### config.mk
export PLATFORM = sky130hd
export DESIGN_NAME = pifo_task_issuer
export DESIGN_NICKNAME = d
export VERILOG_FILES = /design/src/rtl/pifo_task_pkg.sv /design/src/rtl/pifo_rsp_fifo.sv /design/src/rtl/pifo_task_issuer.sv
export SDC_FILE = /design/constraint.sdc
export NUM_CORES = 1
export LEC_CHECK = 0
export CAP_MARGIN = 20
export CORE_MARGIN = 2
export CORE_UTILIZATION = 54
export CTS_CLUSTER_SIZE = 8
export DETAILED_ROUTE_END_ITERATION = 8
export PLACE_DENSITY = 0.86
export REMOVE_ABC_BUFFERS = 1
export SLEW_MARGIN = 20
export SYNTH_ARGS = -nofsm -noshare
export SYNTH_HDL_FRONTEND = slang
export SYNTH_HIERARCHICAL = 1
export SYNTH_SLANG_ARGS = --single-unit
### constraint.sdc
create_clock -name i_clk -period 3.3 [get_ports i_clk]
set_input_delay 0.66 -clock i_clk [delete_from_list [all_inputs] [get_ports i_clk]]
set_output_delay 0.66 -clock i_clk [all_outputs]
set_load 0.02 [all_outputs]
### src/rtl/pifo_task_pkg.sv
// rtl/pifo_task_pkg.sv - shared op encoding, issuer state enum and tree-id width helper
package pifo_task_pkg;

    localparam logic OP_POP  = 1'b0;
    localparam logic OP_PUSH = 1'b1;

    typedef enum logic [1:0] {
        S_IDLE,
        S_HOLD,
        S_DRAIN
    } state_e;

    // A single-tree build still needs a one-bit tree-id port.
    function automatic int tidw(input int tree_num);
        return (tree_num <= 1) ? 1 : $clog2(tree_num);
    endfunction

endpackage

### src/rtl/pifo_rsp_fifo.sv
// rtl/pifo_rsp_fifo.sv - first-word-fall-through response buffer with occupancy count
module pifo_rsp_fifo #(
    parameter int DW    = 18,
    parameter int DEPTH = 4,
    localparam int AW   = (DEPTH <= 2) ? 1 : $clog2(DEPTH),
    localparam int CW   = AW + 1
) (
    input  logic          i_clk,
    input  logic          i_rst,
    input  logic          i_wr_valid,
    input  logic [DW-1:0] i_wr_data,
    output logic          o_rd_valid,
    input  logic          i_rd_ready,
    output logic [DW-1:0] o_rd_data,
    output logic [CW-1:0] o_count
);

    localparam logic [CW-1:0] DEPTH_C = CW'(DEPTH);

    logic [DW-1:0] mem_q [DEPTH];
    logic [AW-1:0] wr_ptr_q, wr_ptr_d;
    logic [AW-1:0] rd_ptr_q, rd_ptr_d;
    logic [CW-1:0] count_q, count_d;
    logic          rd_en;
    logic          wr_en;

    // A write into a full buffer is only taken when a read frees a slot in the same cycle.
    always_comb begin
        rd_en    = i_rd_ready && (count_q != '0);
        wr_en    = i_wr_valid && ((count_q != DEPTH_C) || rd_en);
        wr_ptr_d = wr_en ? wr_ptr_q + AW'(1) : wr_ptr_q;
        rd_ptr_d = rd_en ? rd_ptr_q + AW'(1) : rd_ptr_q;
        count_d  = count_q + CW'(wr_en) - CW'(rd_en);
    end

    always_ff @(posedge i_clk) begin
        if (i_rst) begin
            wr_ptr_q <= '0;
            rd_ptr_q <= '0;
            count_q  <= '0;
        end else begin
            wr_ptr_q <= wr_ptr_d;
            rd_ptr_q <= rd_ptr_d;
            count_q  <= count_d;
        end
    end

    always_ff @(posedge i_clk) begin
        if (wr_en) begin
            mem_q[wr_ptr_q] <= i_wr_data;
        end
    end

    assign o_rd_valid = (count_q != '0);
    assign o_rd_data  = o_rd_valid ? mem_q[rd_ptr_q] : '0;
    assign o_count    = count_q;

endmodule

### src/rtl/pifo_task_issuer.sv
// rtl/pifo_task_issuer.sv - PIFO lane push/pop issuer with response buffer; PIFO_ISSUE_STATS_EN adds issue counters
module pifo_task_issuer
    import pifo_task_pkg::*;
#(
    parameter int PTW       = 16,
    parameter int MTW       = 0,
    parameter int TREE_NUM  = 4,
    parameter int RSP_DEPTH = 4,
    localparam int TIDW     = tidw(TREE_NUM),
    localparam int DW       = MTW + PTW,
    localparam int CW       = $clog2(RSP_DEPTH) + 1
) (
    input  logic            i_clk,
    input  logic            i_rst,
    input  logic            i_cmd_valid,
    output logic            o_cmd_ready,
    input  logic            i_cmd_op,
    input  logic [TIDW-1:0] i_cmd_tree_id,
    input  logic [DW-1:0]   i_cmd_data,
    input  logic            i_flush,
    output logic            o_flush_done,
    output logic            o_push,
    output logic            o_pop,
    output logic [TIDW-1:0] o_tree_id,
    output logic [DW-1:0]   o_push_data,
    input  logic            i_task_fifo_full,
    input  logic            i_is_level0_pop,
    input  logic [TIDW-1:0] i_pop_tree_id,
    input  logic [DW-1:0]   i_pop_data,
    output logic            o_rsp_valid,
    input  logic            i_rsp_ready,
    output logic [TIDW-1:0] o_rsp_tree_id,
    output logic [DW-1:0]   o_rsp_data,
    output logic            o_rsp_empty,
    output logic [CW-1:0]   o_outstanding,
    output logic            o_err_spurious
`ifdef PIFO_ISSUE_STATS_EN
    ,
    output logic [31:0]     o_stat_push,
    output logic [31:0]     o_stat_pop,
    output logic [31:0]     o_stat_stall
`endif
);

    localparam logic [CW-1:0] DEPTH_C = CW'(RSP_DEPTH);

    state_e          state_q, state_d;
    logic            hold_op_q;
    logic [TIDW-1:0] hold_tid_q;
    logic [DW-1:0]   hold_data_q;
    logic [CW-1:0]   out_q, out_d;
    logic            err_q;
    logic            cmd_ready;
    logic            load;
    logic            issue_ok;
    logic            push;
    logic            pop;
    logic            flush_done;
    logic            capture;
    logic            stall;
    logic            fifo_valid;
    logic [CW-1:0]   fifo_count;

    always_comb begin
        state_d    = state_q;
        cmd_ready  = 1'b0;
        load       = 1'b0;
        push       = 1'b0;
        pop        = 1'b0;
        stall      = 1'b0;
        flush_done = 1'b0;
        issue_ok   = !i_task_fifo_full && ((hold_op_q == OP_PUSH) || (out_q < DEPTH_C));
        case (state_q)
            S_IDLE: begin
                cmd_ready = !i_flush;
                if (i_cmd_valid && cmd_ready) begin
                    load    = 1'b1;
                    state_d = S_HOLD;
                end else if (i_flush) begin
                    state_d = S_DRAIN;
                end
            end
            S_HOLD: begin
                if (issue_ok) begin
                    push      = (hold_op_q == OP_PUSH);
                    pop       = (hold_op_q == OP_POP);
                    cmd_ready = !i_flush;
                    if (i_cmd_valid && cmd_ready) begin
                        load = 1'b1;
                    end else if (i_flush) begin
                        state_d = S_DRAIN;
                    end else begin
                        state_d = S_IDLE;
                    end
                end else begin
                    stall = 1'b1;
                end
            end
            S_DRAIN: begin
                flush_done = i_flush && (out_q == '0) && !fifo_valid;
                if (!i_flush) begin
                    state_d = S_IDLE;
                end
            end
            default: state_d = S_IDLE;
        endcase
    end

    // Results only count against issued pops; anything else is flagged and dropped.
    always_comb begin
        capture = i_is_level0_pop && (out_q != '0);
        out_d   = out_q + CW'(pop) - CW'(capture);
    end

    always_ff @(posedge i_clk) begin
        if (i_rst) begin
            state_q     <= S_IDLE;
            hold_op_q   <= OP_POP;
            hold_tid_q  <= '0;
            hold_data_q <= '1;
            out_q       <= '0;
            err_q       <= 1'b0;
        end else begin
            state_q <= state_d;
            out_q   <= out_d;
            if (load) begin
                hold_op_q   <= i_cmd_op;
                hold_tid_q  <= i_cmd_tree_id;
                hold_data_q <= (i_cmd_op == OP_PUSH) ? i_cmd_data : '0;
            end
            if (i_is_level0_pop && (out_q == '0)) begin
                err_q <= 1'b1;
            end
        end
    end

    pifo_rsp_fifo #(
        .DW    (TIDW + DW),
        .DEPTH (RSP_DEPTH)
    ) u_rsp_fifo (
        .i_clk      (i_clk),
        .i_rst      (i_rst),
        .i_wr_valid (capture),
        .i_wr_data  ({i_pop_tree_id, i_pop_data}),
        .o_rd_valid (fifo_valid),
        .i_rd_ready (i_rsp_ready),
        .o_rd_data  ({o_rsp_tree_id, o_rsp_data}),
        .o_count    (fifo_count)
    );

    assign o_cmd_ready    = cmd_ready && !i_rst;
    assign o_flush_done   = flush_done;
    assign o_push         = push;
    assign o_pop          = pop;
    assign o_tree_id      = hold_tid_q;
    assign o_push_data    = hold_data_q;
    assign o_rsp_valid    = fifo_valid;
    assign o_rsp_empty    = (o_rsp_data == '1);
    assign o_outstanding  = out_q;
    assign o_err_spurious = err_q;

`ifdef PIFO_ISSUE_STATS_EN
    logic [31:0] stat_push_q, stat_pop_q, stat_stall_q;

    always_ff @(posedge i_clk) begin
        if (i_rst) begin
            stat_push_q  <= '0;
            stat_pop_q   <= '0;
            stat_stall_q <= '0;
        end else begin
            if (push && (stat_push_q != '1)) stat_push_q <= stat_push_q + 32'd1;
            if (pop && (stat_pop_q != '1)) stat_pop_q <= stat_pop_q + 32'd1;
            if (stall && (stat_stall_q != '1)) stat_stall_q <= stat_stall_q + 32'd1;
        end
    end

    assign o_stat_push  = stat_push_q;
    assign o_stat_pop   = stat_pop_q;
    assign o_stat_stall = stat_stall_q;
`else
    logic unused_count;
    assign unused_count = ^fifo_count;
`endif

endmodule

==> impl_metrics.tcl <==
set metrics [dict create \
    max_freq_ghz 0.322 \
    setup_tns_ps 0 \
    final_area_sq_um 5510 \
    clkTransAtPathRegs_ps 90 \
    crit-reg2reg-launch "o_outstanding[2]" \
    tightestPinTransition_ps 676 \
    ys_seq_area_share_pct 66.6 \
    io_buffer_count 89 \
    finalNetCount 411 \
    cts_max_level 3 \
    vias_per_cell 5.51 \
    netlist.area_leader.share_pct 50.7 \
    relSlewSlack_pct 54.8 \
    reg2reg_depth 12 \
    worstSetupEndpointType "output port" \
    start_util_pct 55.5 \
    worstSetupPathType "reg2out" \
    timing.final.crit_share_pct 94.1 \
    rsz0062_at_grt "false" \
    hold_path_end "o_tree_id[0]" \
    die_w_microns 92.9 \
    peakVddDrop_v 0.000419 \
    gp_congestion 0.733 \
    critPathLaunchType "flip-flop" \
    placed_area_sq_um 5300 \
    hold_viol_final 0 \
    syn2layout_area_growth_pct 29.0 \
    synth_seq_cells 106 \
    worstPathRequired_ps 2640 \
    setup_viol 0 \
    drt-wirelength-per-cell_microns 17.7 \
    io_pins 90 \
    setup_ws_ps 194 \
    core_sq_um 7690 \
    antennaDiodeCount 0 \
    final_antenna_net_count 0 \
    min-delay-start "o_tree_id[0]" \
    overflow 0 \
    synth.avg_cell_area_sq_um 16.4 \
    syn-cell-area_sq_um 4270 \
    antenna_found_initial 0 \
    synthCells 260 \
    post_cts_buffers 0 \
    hp-class "reg2reg" \
    cts-root-buf "clkbuf_8" \
    holdPathStages 2 \
    cts_buffers 9 \
    rr_endpoint "u_rsp_fifo/o_count[2]" \
    clock_path_buffers 2 \
    ys_async_sr_fraction_pct 0 \
    synth_common_cells "edfxtp_1, dfxtp_1, nor2b_1" \
    cts_tree "yes" \
    die_h_microns 92.9 \
    drv_cap 0 \
    fin_skew_ps 11.0 \
    dieArea_sq_um 8630 \
    status "finished clean" \
    wl_met3_microns 491 \
    track_usage_pct 19.9 \
    dpl_worst_slack_ps 243 \
    yosys.area.top_type "edfxtp_1" \
    drive_above_1_share_pct 15.5 \
    utilization_pct 71.6 \
    std_cell_rows 32 \
    num_vias 2557 \
    m1WireLength_mm 3.52 \
    postRouteWirelength_mm 8.20 \
    grt_max_degree 36 \
    slew_viol_final 0 \
    insertion_delay_ps 360 \
    worstPathMaxFanout 8 \
    p_leak_nw 1.90 \
    hold_slack_ps 495 \
    yosys-top-cells-area "edfxtp_1, dfxtp_1, mux4_2, nor2b_1, a221o_1" \
    cp.arrival_ps 2450 \
    grt_pass1_wl_mm 13.1 \
    yosys_warnings 6 \
    power_density_nw_per_um2 725 \
    top_layer "met4" \
    drtIter0Drc 103 \
    cts_num_sinks 106 \
    ys.flop_type "edfxtp_1" \
    r2r_setup_slack_ps 810 \
    drc 0 \
    yosys.cell_count.top_type "edfxtp_1" \
    met2_length_mm 4.08 \
    fin_crit_ps 3110 \
    firstDrtPassIters 4 \
    first_global_vias 2632 \
    synth-edff-count 72 \
    ys_types 43 \
    fill_cells 499 \
    hpwl_mm 5.45 \
]
==> timing repair <==
item                       in CTS  in global routing
gates resized for setup         1                  1
setup endpoints to repair       1                  1
hold buffers                    0                  0
==> state kept, by name, summed over array words and instances (netlist names), 2 cells and up, named ones only <==
signal and cells:
state_q 2, o_tree_id 2, u_rsp_fifo/rd_ptr_q 2, o_push_data 16
u_rsp_fifo/mem_q 72, o_outstanding 3, u_rsp_fifo/o_count 3, u_rsp_fifo/wr_ptr_q 2
==> power breakdown <==
group	leakage [nW]	switching (mW)	internal, mW
registers	0.933	0.100	1.61
clock network	0.107	0.442	0.352
logic	0.858	0.737	0.752
total	1.90	1.28	2.71
==> final cells by class <==
| cell class | instances | area [sq um] | share of cell area, % |
|---|---|---|---|
| Clock inverter | 5 | 42.5 | 0.773 |
| Clock buffer | 11 | 163 | 2.95 |
| Timing Repair Buffer | 98 | 986 | 17.9 |
| Sequential cell | 106 | 2840 | 51.7 |
| Inverter | 13 | 48.8 | 0.886 |
| Multi-Input combinational cell | 129 | 1290 | 23.5 |
| Tap cell | 102 | 128 | 2.32 |
==> layout by cell type, fill, tap and decap left out, types with 8 or more instances in the layout <==
cell type        count
a221o_1             10
clkbuf_8            10
clkdlybuf4s50_1     88
dfxtp_1             33
edfxtp_1            72
ha_1                 8
inv_1               13
mux4_2              18
nor2_1               8
nor2b_1             23
==> through the flow <==
| step | cells | power, mW |
|---|---|---|
| after detailed placement | 448 | 3.23 |
| after floorplan | 248 | 2.59 |
| after global routing | 464 | 4.20 |
| final | 464 | 3.99 |
| after global placement | 448 | 3.19 |
| after CTS | 464 | 4.02 |
==> routing by layer <==
metal,vias to the layer above,global-route usage (%)
met2,87,34.0
li1,1201,-
met4,0,6.13
met3,11,4.72
met5,-,0
met1,1258,25.2
==> worst max-delay path by stage <==
stage                                      from            to  cells past startpoint
after floorplan                       flip-flop   o_rsp_empty                      4
after global placement         i_task_fifo_full   o_cmd_ready                      4
after detailed placement       i_task_fifo_full   o_cmd_ready                      4
after CTS                             flip-flop   o_rsp_empty                      6
after global routing      u_rsp_fifo/o_count[1]  o_flush_done                      5
final                     u_rsp_fifo/o_count[1]  o_flush_done                      5
==> logic make-up (layout without fill, tap and decap cells) <==
group                    after synthesis  count (layout)  synth area share [%]
AO/OA/AOI/OAI                         32              32                  6.74
adder cells (fa/ha/maj)               10              10                  3.28
flip-flops                           106             106                  66.6
XOR/XNOR                               4               4                 0.821
AND/OR/NAND/NOR                       63              63                  9.26
buffers and inverters                 25             127                  3.20
multiplexers                          20              20                  10.1
==> worst max-delay path, stage by stage, from the launching register on <==
cell and delay [ps]:
dfxtp_1 380, nor3_2 530, inv_1 150, nor4bb_1 270
and2_1 160, clkdlybuf4s50_1 600
No activity file was read; power rests on OpenSTA's default activity.
